[src/rtl/wb_port_arbiter_if.sv]
// Write-back port arbiter bundle: pipeline result, load return and register-file write port.
// The arbiter connects as slave; the environment (LSU stage / memory side / regfile) as master.
interface wb_port_arbiter_if;
    logic        pipe_vld;
    logic [4:0]  pipe_rd;
    logic        pipe_rd_wen;
    logic [31:0] pipe_rd_data;
    logic        ld_vld;
    logic        ld_rdy;
    logic [4:0]  ld_rd;
    logic [31:0] ld_rd_data;
    logic        pipe_stall;
    logic        ld_pending;
    logic [4:0]  wb_rd;
    logic [31:0] wb_rd_data;
    logic        wb_rd_wen;

    modport master (
        output pipe_vld, pipe_rd, pipe_rd_wen, pipe_rd_data,
        output ld_vld, ld_rd, ld_rd_data,
        input  ld_rdy, pipe_stall, ld_pending,
        input  wb_rd, wb_rd_data, wb_rd_wen
    );

    modport slave (
        input  pipe_vld, pipe_rd, pipe_rd_wen, pipe_rd_data,
        input  ld_vld, ld_rd, ld_rd_data,
        output ld_rdy, pipe_stall, ld_pending,
        output wb_rd, wb_rd_data, wb_rd_wen
    );
endinterface

[src/rtl/wb_port_arbiter.sv]
// Register-file write-port arbiter: pipeline results win, load returns queue in a FIFO
// with a starvation stall. Optional macro WB_ARB_BYPASS_EN lets a lone load skip the FIFO.
module wb_port_arbiter #(
    parameter int DEPTH      = 4,
    parameter int STARVE_MAX = 8
) (
    input  logic               CLK,
    input  logic               RSTN,
    wb_port_arbiter_if.slave   bus
);

    localparam int             PTR_W      = $clog2(DEPTH);
    localparam logic [PTR_W:0] PTR_ONE    = {{PTR_W{1'b0}}, 1'b1};
    localparam logic [7:0]     STARVE_LIM = 8'(STARVE_MAX);

    typedef enum logic [1:0] {
        IDLE   = 2'd0,
        QUEUED = 2'd1,
        STALL  = 2'd2
    } state_t;

    state_t              state_r;
    state_t              state_nxt_s;

    logic [PTR_W:0]      wr_ptr_r;
    logic [PTR_W:0]      rd_ptr_r;
    logic [PTR_W:0]      fill_s;
    logic [PTR_W-1:0]    head_idx_s;
    logic [PTR_W-1:0]    tail_idx_s;
    logic [4:0]          fifo_rd_r   [DEPTH];
    logic [31:0]         fifo_data_r [DEPTH];
    logic [DEPTH-1:0]    fifo_wen_r;

    logic [7:0]          starve_r;
    logic [7:0]          starve_nxt_s;

    logic                empty_s;
    logic                full_s;
    logic                stall_s;
    logic                pipe_win_s;
    logic                pop_s;
    logic                push_s;
    logic                bypass_s;
    logic                drain_s;

    logic [4:0]          wb_rd_r;
    logic [31:0]         wb_rd_data_r;
    logic                wb_rd_wen_r;
    logic [4:0]          wb_rd_nxt_s;
    logic [31:0]         wb_rd_data_nxt_s;
    logic                wb_rd_wen_nxt_s;

    assign fill_s     = wr_ptr_r - rd_ptr_r;
    assign head_idx_s = rd_ptr_r[PTR_W-1:0];
    assign tail_idx_s = wr_ptr_r[PTR_W-1:0];
    assign empty_s    = (wr_ptr_r == rd_ptr_r);
    assign full_s     = (wr_ptr_r[PTR_W] != rd_ptr_r[PTR_W]) &&
                        (wr_ptr_r[PTR_W-1:0] == rd_ptr_r[PTR_W-1:0]);
    assign stall_s    = (state_r == STALL);

    // While stalled, pipe_vld is ignored so the queue owns the port.
    assign pipe_win_s = !stall_s && bus.pipe_vld && bus.pipe_rd_wen;
    assign pop_s      = !empty_s && (stall_s || !pipe_win_s);

`ifdef WB_ARB_BYPASS_EN
    assign bypass_s   = bus.ld_vld && empty_s && !pipe_win_s && !stall_s;
`else
    assign bypass_s   = 1'b0;
`endif

    assign push_s     = bus.ld_vld && !full_s && !bypass_s;
    assign drain_s    = pop_s && (fill_s == PTR_ONE) && !push_s;

    // Starvation counter next value: counts consecutive lost cycles, saturating.
    always_comb begin
        starve_nxt_s = starve_r;
        if (empty_s || pop_s) begin
            starve_nxt_s = 8'd0;
        end else if (starve_r < STARVE_LIM) begin
            starve_nxt_s = starve_r + 8'd1;
        end else begin
            starve_nxt_s = starve_r;
        end
    end

    // FSM next state.
    always_comb begin
        state_nxt_s = state_r;
        case (state_r)
            IDLE: begin
                if (push_s) begin
                    state_nxt_s = QUEUED;
                end else begin
                    state_nxt_s = IDLE;
                end
            end
            QUEUED: begin
                if (drain_s) begin
                    state_nxt_s = IDLE;
                end else if (starve_nxt_s == STARVE_LIM) begin
                    state_nxt_s = STALL;
                end else begin
                    state_nxt_s = QUEUED;
                end
            end
            STALL: begin
                if (drain_s || (empty_s && !push_s)) begin
                    state_nxt_s = IDLE;
                end else begin
                    state_nxt_s = STALL;
                end
            end
            default: begin
                state_nxt_s = IDLE;
            end
        endcase
    end

    // Write-port selection; address and data hold when the port is idle.
    always_comb begin
        wb_rd_nxt_s      = wb_rd_r;
        wb_rd_data_nxt_s = wb_rd_data_r;
        wb_rd_wen_nxt_s  = 1'b0;
        if (pipe_win_s) begin
            wb_rd_nxt_s      = bus.pipe_rd;
            wb_rd_data_nxt_s = bus.pipe_rd_data;
            wb_rd_wen_nxt_s  = (bus.pipe_rd != 5'd0);
        end else if (pop_s) begin
            wb_rd_nxt_s      = fifo_rd_r[head_idx_s];
            wb_rd_data_nxt_s = fifo_data_r[head_idx_s];
            wb_rd_wen_nxt_s  = fifo_wen_r[head_idx_s] && (fifo_rd_r[head_idx_s] != 5'd0);
        end else if (bypass_s) begin
            wb_rd_nxt_s      = bus.ld_rd;
            wb_rd_data_nxt_s = bus.ld_rd_data;
            wb_rd_wen_nxt_s  = (bus.ld_rd != 5'd0);
        end else begin
            wb_rd_wen_nxt_s  = 1'b0;
        end
    end

    // State, counter and write-port registers.
    always_ff @(posedge CLK or negedge RSTN) begin
        if (!RSTN) begin
            state_r      <= IDLE;
            starve_r     <= 8'd0;
            wb_rd_r      <= 5'd0;
            wb_rd_data_r <= 32'd0;
            wb_rd_wen_r  <= 1'b0;
        end else begin
            state_r      <= state_nxt_s;
            starve_r     <= starve_nxt_s;
            wb_rd_r      <= wb_rd_nxt_s;
            wb_rd_data_r <= wb_rd_data_nxt_s;
            wb_rd_wen_r  <= wb_rd_wen_nxt_s;
        end
    end

    // Load FIFO. The WAW kill runs before the push so a same-cycle load to the
    // same register (newer than the pipeline write) keeps its enable.
    always_ff @(posedge CLK or negedge RSTN) begin
        if (!RSTN) begin
            wr_ptr_r   <= {(PTR_W+1){1'b0}};
            rd_ptr_r   <= {(PTR_W+1){1'b0}};
            fifo_wen_r <= {DEPTH{1'b0}};
            for (int i = 0; i < DEPTH; i++) begin
                fifo_rd_r[i]   <= 5'd0;
                fifo_data_r[i] <= 32'd0;
            end
        end else begin
            for (int i = 0; i < DEPTH; i++) begin
                if (pipe_win_s && (fifo_rd_r[i] == bus.pipe_rd)) begin
                    fifo_wen_r[i] <= 1'b0;
                end
            end
            if (push_s) begin
                fifo_rd_r[tail_idx_s]   <= bus.ld_rd;
                fifo_data_r[tail_idx_s] <= bus.ld_rd_data;
                fifo_wen_r[tail_idx_s]  <= 1'b1;
                wr_ptr_r                <= wr_ptr_r + PTR_ONE;
            end
            if (pop_s) begin
                rd_ptr_r <= rd_ptr_r + PTR_ONE;
            end
        end
    end

    assign bus.ld_rdy     = !full_s;
    assign bus.pipe_stall = stall_s;
    assign bus.ld_pending = !empty_s;
    assign bus.wb_rd      = wb_rd_r;
    assign bus.wb_rd_data = wb_rd_data_r;
    assign bus.wb_rd_wen  = wb_rd_wen_r;

endmodule
[src/flat_wrapper.sv]
// flat-port wrapper written by rule: the top's interface ports become plain ports
module wb_port_arbiter_flat 
#(
    parameter int DEPTH      = 4,
    parameter int STARVE_MAX = 8
)
  (CLK, RSTN, bus_pipe_vld, bus_pipe_rd, bus_pipe_rd_wen, bus_pipe_rd_data, bus_ld_vld, bus_ld_rd, bus_ld_rd_data, bus_ld_rdy, bus_pipe_stall, bus_ld_pending, bus_wb_rd, bus_wb_rd_data, bus_wb_rd_wen);
  wb_port_arbiter_if bus_i ();
  input  logic CLK;
  input  logic RSTN;
  input wire logic [$bits(bus_i.pipe_vld)-1:0] bus_pipe_vld;
  input wire logic [$bits(bus_i.pipe_rd)-1:0] bus_pipe_rd;
  input wire logic [$bits(bus_i.pipe_rd_wen)-1:0] bus_pipe_rd_wen;
  input wire logic [$bits(bus_i.pipe_rd_data)-1:0] bus_pipe_rd_data;
  input wire logic [$bits(bus_i.ld_vld)-1:0] bus_ld_vld;
  input wire logic [$bits(bus_i.ld_rd)-1:0] bus_ld_rd;
  input wire logic [$bits(bus_i.ld_rd_data)-1:0] bus_ld_rd_data;
  output wire logic [$bits(bus_i.ld_rdy)-1:0] bus_ld_rdy;
  output wire logic [$bits(bus_i.pipe_stall)-1:0] bus_pipe_stall;
  output wire logic [$bits(bus_i.ld_pending)-1:0] bus_ld_pending;
  output wire logic [$bits(bus_i.wb_rd)-1:0] bus_wb_rd;
  output wire logic [$bits(bus_i.wb_rd_data)-1:0] bus_wb_rd_data;
  output wire logic [$bits(bus_i.wb_rd_wen)-1:0] bus_wb_rd_wen;
  assign bus_i.pipe_vld = bus_pipe_vld;
  assign bus_i.pipe_rd = bus_pipe_rd;
  assign bus_i.pipe_rd_wen = bus_pipe_rd_wen;
  assign bus_i.pipe_rd_data = bus_pipe_rd_data;
  assign bus_i.ld_vld = bus_ld_vld;
  assign bus_i.ld_rd = bus_ld_rd;
  assign bus_i.ld_rd_data = bus_ld_rd_data;
  assign bus_ld_rdy = bus_i.ld_rdy;
  assign bus_pipe_stall = bus_i.pipe_stall;
  assign bus_ld_pending = bus_i.ld_pending;
  assign bus_wb_rd = bus_i.wb_rd;
  assign bus_wb_rd_data = bus_i.wb_rd_data;
  assign bus_wb_rd_wen = bus_i.wb_rd_wen;
  wb_port_arbiter #(.DEPTH(DEPTH), .STARVE_MAX(STARVE_MAX)) u_core (.CLK(CLK), .RSTN(RSTN), .bus(bus_i));
endmodule
[config.mk]
export PLATFORM = sky130hd
export DESIGN_NAME = wb_port_arbiter_flat
export DESIGN_NICKNAME = d
export VERILOG_FILES = /design/src/rtl/wb_port_arbiter_if.sv /design/src/rtl/wb_port_arbiter.sv /design/src/flat_wrapper.sv
export SDC_FILE = /design/constraint.sdc
export NUM_CORES = 1
export LEC_CHECK = 0
export BUFFER_PORTS_ARGS = -buffer_cell sky130_fd_sc_hd__buf_2
export CAP_MARGIN = 15
export CORE_MARGIN = 5
export CORE_UTILIZATION = 30
export DETAILED_ROUTE_END_ITERATION = 8
export PLACE_DENSITY_LB_ADDON = 0.05
export SYNTH_ARGS = -nofsm -noshare
export SYNTH_HDL_FRONTEND = slang
export SYNTH_SLANG_ARGS = --single-unit
[constraint.sdc]
create_clock -name CLK -period 3.53 [get_ports CLK]
set_input_delay 0.706 -clock CLK [delete_from_list [all_inputs] [get_ports CLK]]
set_output_delay 0.706 -clock CLK [all_outputs]
set_load 0.01 [all_outputs]
==> results.py <==
metrics = {
    "sta": {
        "setup-violations-final": 0,
        "finalSetupTns_ns": 0,
        "max_freq_mhz": 328,
        "fin_crit_sh_pct": 86.3,
        "whs_ns": 0.177,
        "maxSlewViolCount": 0,
        "period_minus_slack_ns": 3.05,
        "finalHoldViolCount": 0,
        "skew_ns": 0.0167,
        "worst_slew_pin_slew_ns": 0.765,
        "rsz0062_at_grt": "no",
        "relSlewSlack_pct": 49.0,
    },
    "critical_path": {
        "cp-start-kind": "register",
        "crit_type": "register to primary output",
        "cp_data_required_time_ns": 2.82,
        "path_max_fanout": 18,
        "cp.arrival_ns": 2.34,
        "critical_path.endpoint_type": "primary output",
    },
    "yosys": {
        "yosys.cell_count.top_type": "dfrtp_1",
        "syn_area_per_cell_um2": 13.9,
        "synth-compound-area-share_pct": 3.48,
        "ys_top_cells_by_count": "dfrtp_1 (206), nand2_1 (87), mux2_2 (82)",
        "syn-num-nets": 781,
        "synth-seq-cells": 206,
        "synth_top_family_by_area": "multiplexers",
        "synth_simple_gate_area_share_pct": 6.74,
        "synth_top_area_share_pct": 53.5,
        "yosysWarnings": 0,
        "syn-instance-count": 693,
        "synth-xor-area-share_pct": 2.64,
        "ys.flop_type": "dfrtp_1",
        "async_reset_ff_share_pct": 100,
        "muxShareOfSynthArea_pct": 29.1,
        "synth_cell_types": 36,
        "yosys-top-cells-area": "dfrtp_1 (54%), mux2_4 (10%), mux2_2 (9.6%)",
        "synth_fa_ha_area_share_pct": 1.25,
        "synth_area_um2": 9630,
        "synth_edf_count": 0,
        "synth_top_cell_by_area": "dfrtp_1",
        "synth-seq-area-share_pct": 53.5,
    },
    "drt": {
        "wl_um": 24500,
        "top_layer": "met5",
        "wl_met1_um": 11400,
        "viasPerCell": 4.80,
        "route.vias.total": 5890,
        "dr.pass1.iters": 4,
        "antenna_left": 0,
        "route.detailed.drc": 0,
        "route.met3.wl_um": 967,
        "drt_iter0_markers": 247,
        "route.met2.wl_um": 11700,
        "post_drt_wl_per_cell_um": 20.0,
    },
    "layout": {
        "area_growth_pct": 18.9,
        "final_layout_size_suffix_gt1_share_pct": 44.6,
        "final_area_um2": 11500,
        "fin_cells": 1227,
        "fin_nets": 895,
        "antennaDiodeCount": 0,
    },
    "global_route": {
        "grt_overflow": 0,
        "grt_first_pass_wirelength_um": 39400,
        "antenna_found_initial": 2,
        "grt_max_degree": 75,
        "grt_pass1_vias": 6599,
        "grt_usage_pct": 13.8,
    },
    "placement": {
        "place_congestion": 0.752,
        "io_buffers": 119,
        "dpl_cell_area_um2": 10600,
        "dp_cells": 1181,
        "hpwl_um": 15600,
    },
    "clock_network": {
        "cts_tree": "yes",
        "clock_path_buffers": 3,
        "numCtsBuffers": 26,
        "cts.htree.levels": 1,
        "holdBufCountCts": 0,
        "post_cts_buffers": 0,
        "cts_num_sinks": 206,
        "path_clk_slew_ns": 0.06,
        "cts_resized": 0,
        "cts_root_buffer": "clkbuf_16",
        "clk_latency_ns": 0.54,
    },
    "power_and_ir_drop": {
        "p_comb_share_pct": 41.8,
        "p_switching_w": 0.00394,
        "vdd_ir_drop_max_mv": 0.417,
        "p_int_w": 0.00777,
        "cellLeakagePower_nw": 5.27,
        "power.density_nw_per_um2": 1020,
        "p_seq_share_pct": 36.7,
        "clockPowerShare_pct": 21.6,
        "p_total_w": 0.0117,
        "p_sw_share_pct": 33.6,
    },
    "floorplan": {
        "die_h_um": 189,
        "die-area_um2": 35800,
        "core_um2": 31600,
        "rows": 65,
        "chipWidth_um": 189,
        "start_util_pct": 30.4,
        "ios": 120,
    },
    "run": {
        "drv_cap": 0,
    },
    "run_status": {
        "status": "complete, no violations",
    },
    "hold_path": {
        "min_path_type": "input port to asynchronous set/reset pin",
    },
}
==> power by group through the flow <==
| stage | registers (W) | clock network [W] | logic, W |
|---|---|---|---|
| after floorplan | 0.00417 | 0 | 0.00370 |
| after global placement | 0.00425 | 0 | 0.00494 |
| after detailed placement | 0.00432 | 0 | 0.00503 |
| after CTS | 0.00430 | 0.00263 | 0.00504 |
| after global routing | 0.00444 | 0.00273 | 0.00538 |
| final | 0.00429 | 0.00253 | 0.00489 |
==> state kept, by name, summed over array words and instances (netlist names) <==
name                   count
u_core.state_r             2
u_core.fifo_wen_r          4
u_core.fifo_data_r       128
u_core.rd_ptr_r            3
u_core.bus.wb_rd           5
u_core.bus.wb_rd_wen       1
u_core.wr_ptr_r            3
u_core.fifo_rd_r          20
u_core.bus.wb_rd_data     32
u_core.starve_r            8
==> final timing paths <==
path                                                 from                              endpoint  slack, ns  cells past startpoint
max                        u_core.rd_ptr_r[1]$_DFFE_PN0P_                        bus_ld_pending       0.48                      5
min                                                  RSTN       u_core.bus.wb_rd[0]$_DFFE_PN0P_       0.18                      1
max reg2reg                u_core.rd_ptr_r[1]$_DFFE_PN0P_       u_core.fifo_rd_r[0]$_DFFE_PN0P_       0.94                      7
min reg2reg                u_core.rd_ptr_r[2]$_DFFE_PN0P_        u_core.rd_ptr_r[2]$_DFFE_PN0P_       0.50                      1
max in group asynchronous                            RSTN    u_core.fifo_data_r[80]$_DFFE_PN0P_       2.39                      2
min in group CLK                      bus_pipe_rd_data[0]  u_core.bus.wb_rd_data[0]$_DFFE_PN0P_       0.43                      3
==> per-layer routing <==
metal  vias up  global-route usage [%]
li1       2710                       -
met1      3048                    19.1
met2       100                    22.9
met3        28                    2.65
met4         4                    2.58
met5         -                       0
==> kinds of logic (layout without fill, tap and decap cells) <==
group	after synthesis	count (layout)
DFF	206	206
muxes	188	188
and+or+nand+nor	156	156
buffers and inverters	53	185
AOI/OAI and AO/OA	52	52
xor gates and xnor gates	29	29
adders and majority gates	9	9
==> area by class of cell <==
type	instances	area, um2
clock buffers	39	769
repair buffers	134	754
inverters	5	18.8
fillers	3073	20200
well taps	402	503
multi-input cells	434	4190
clock inverters	7	60.1
flip-flops and latches	206	5160
==> worst max-delay path: stages, from the launching register on <==
cell	delay [ns]
dfrtp_2	0.68
inv_1	0.10
ha_1	0.32
and3_2	0.19
inv_2	0.29
buf_2	0.21
==> cells in the final DEF, fill, tap and decap left out, types with 2 or more instances in the layout <==
master,netlist,layout
dfrtp_1,206,204
mux4_2,35,35
clkbuf_16,0,26
o41ai_1,4,4
nor2_1,42,42
mux2_4,67,67
buf_4,0,12
a21oi_1,3,3
clkinv_2,0,6
inv_1,5,4
and3_1,7,6
nand2_2,1,4
nand3_1,9,8
nand2_1,87,84
buf_2,12,118
clkbuf_8,0,8
ha_1,8,8
xnor2_1,14,14
buf_12,0,3
mux4_1,3,3
clkbuf_1,15,6
xor2_1,15,15
nor3_1,2,2
mux2_2,82,82
o21ai_0,4,4
a31oi_1,37,37
or4_1,2,2
==> metrics by stage <==
step                      setup slack, ns  util [%]
after detailed placement            0.928      33.6
after floorplan                     0.871         -
after global placement              0.956      33.6
after global routing                0.320      36.2
after CTS                           0.398      36.2
final                               0.485      36.2
No activity file was read; power rests on OpenSTA's default activity.
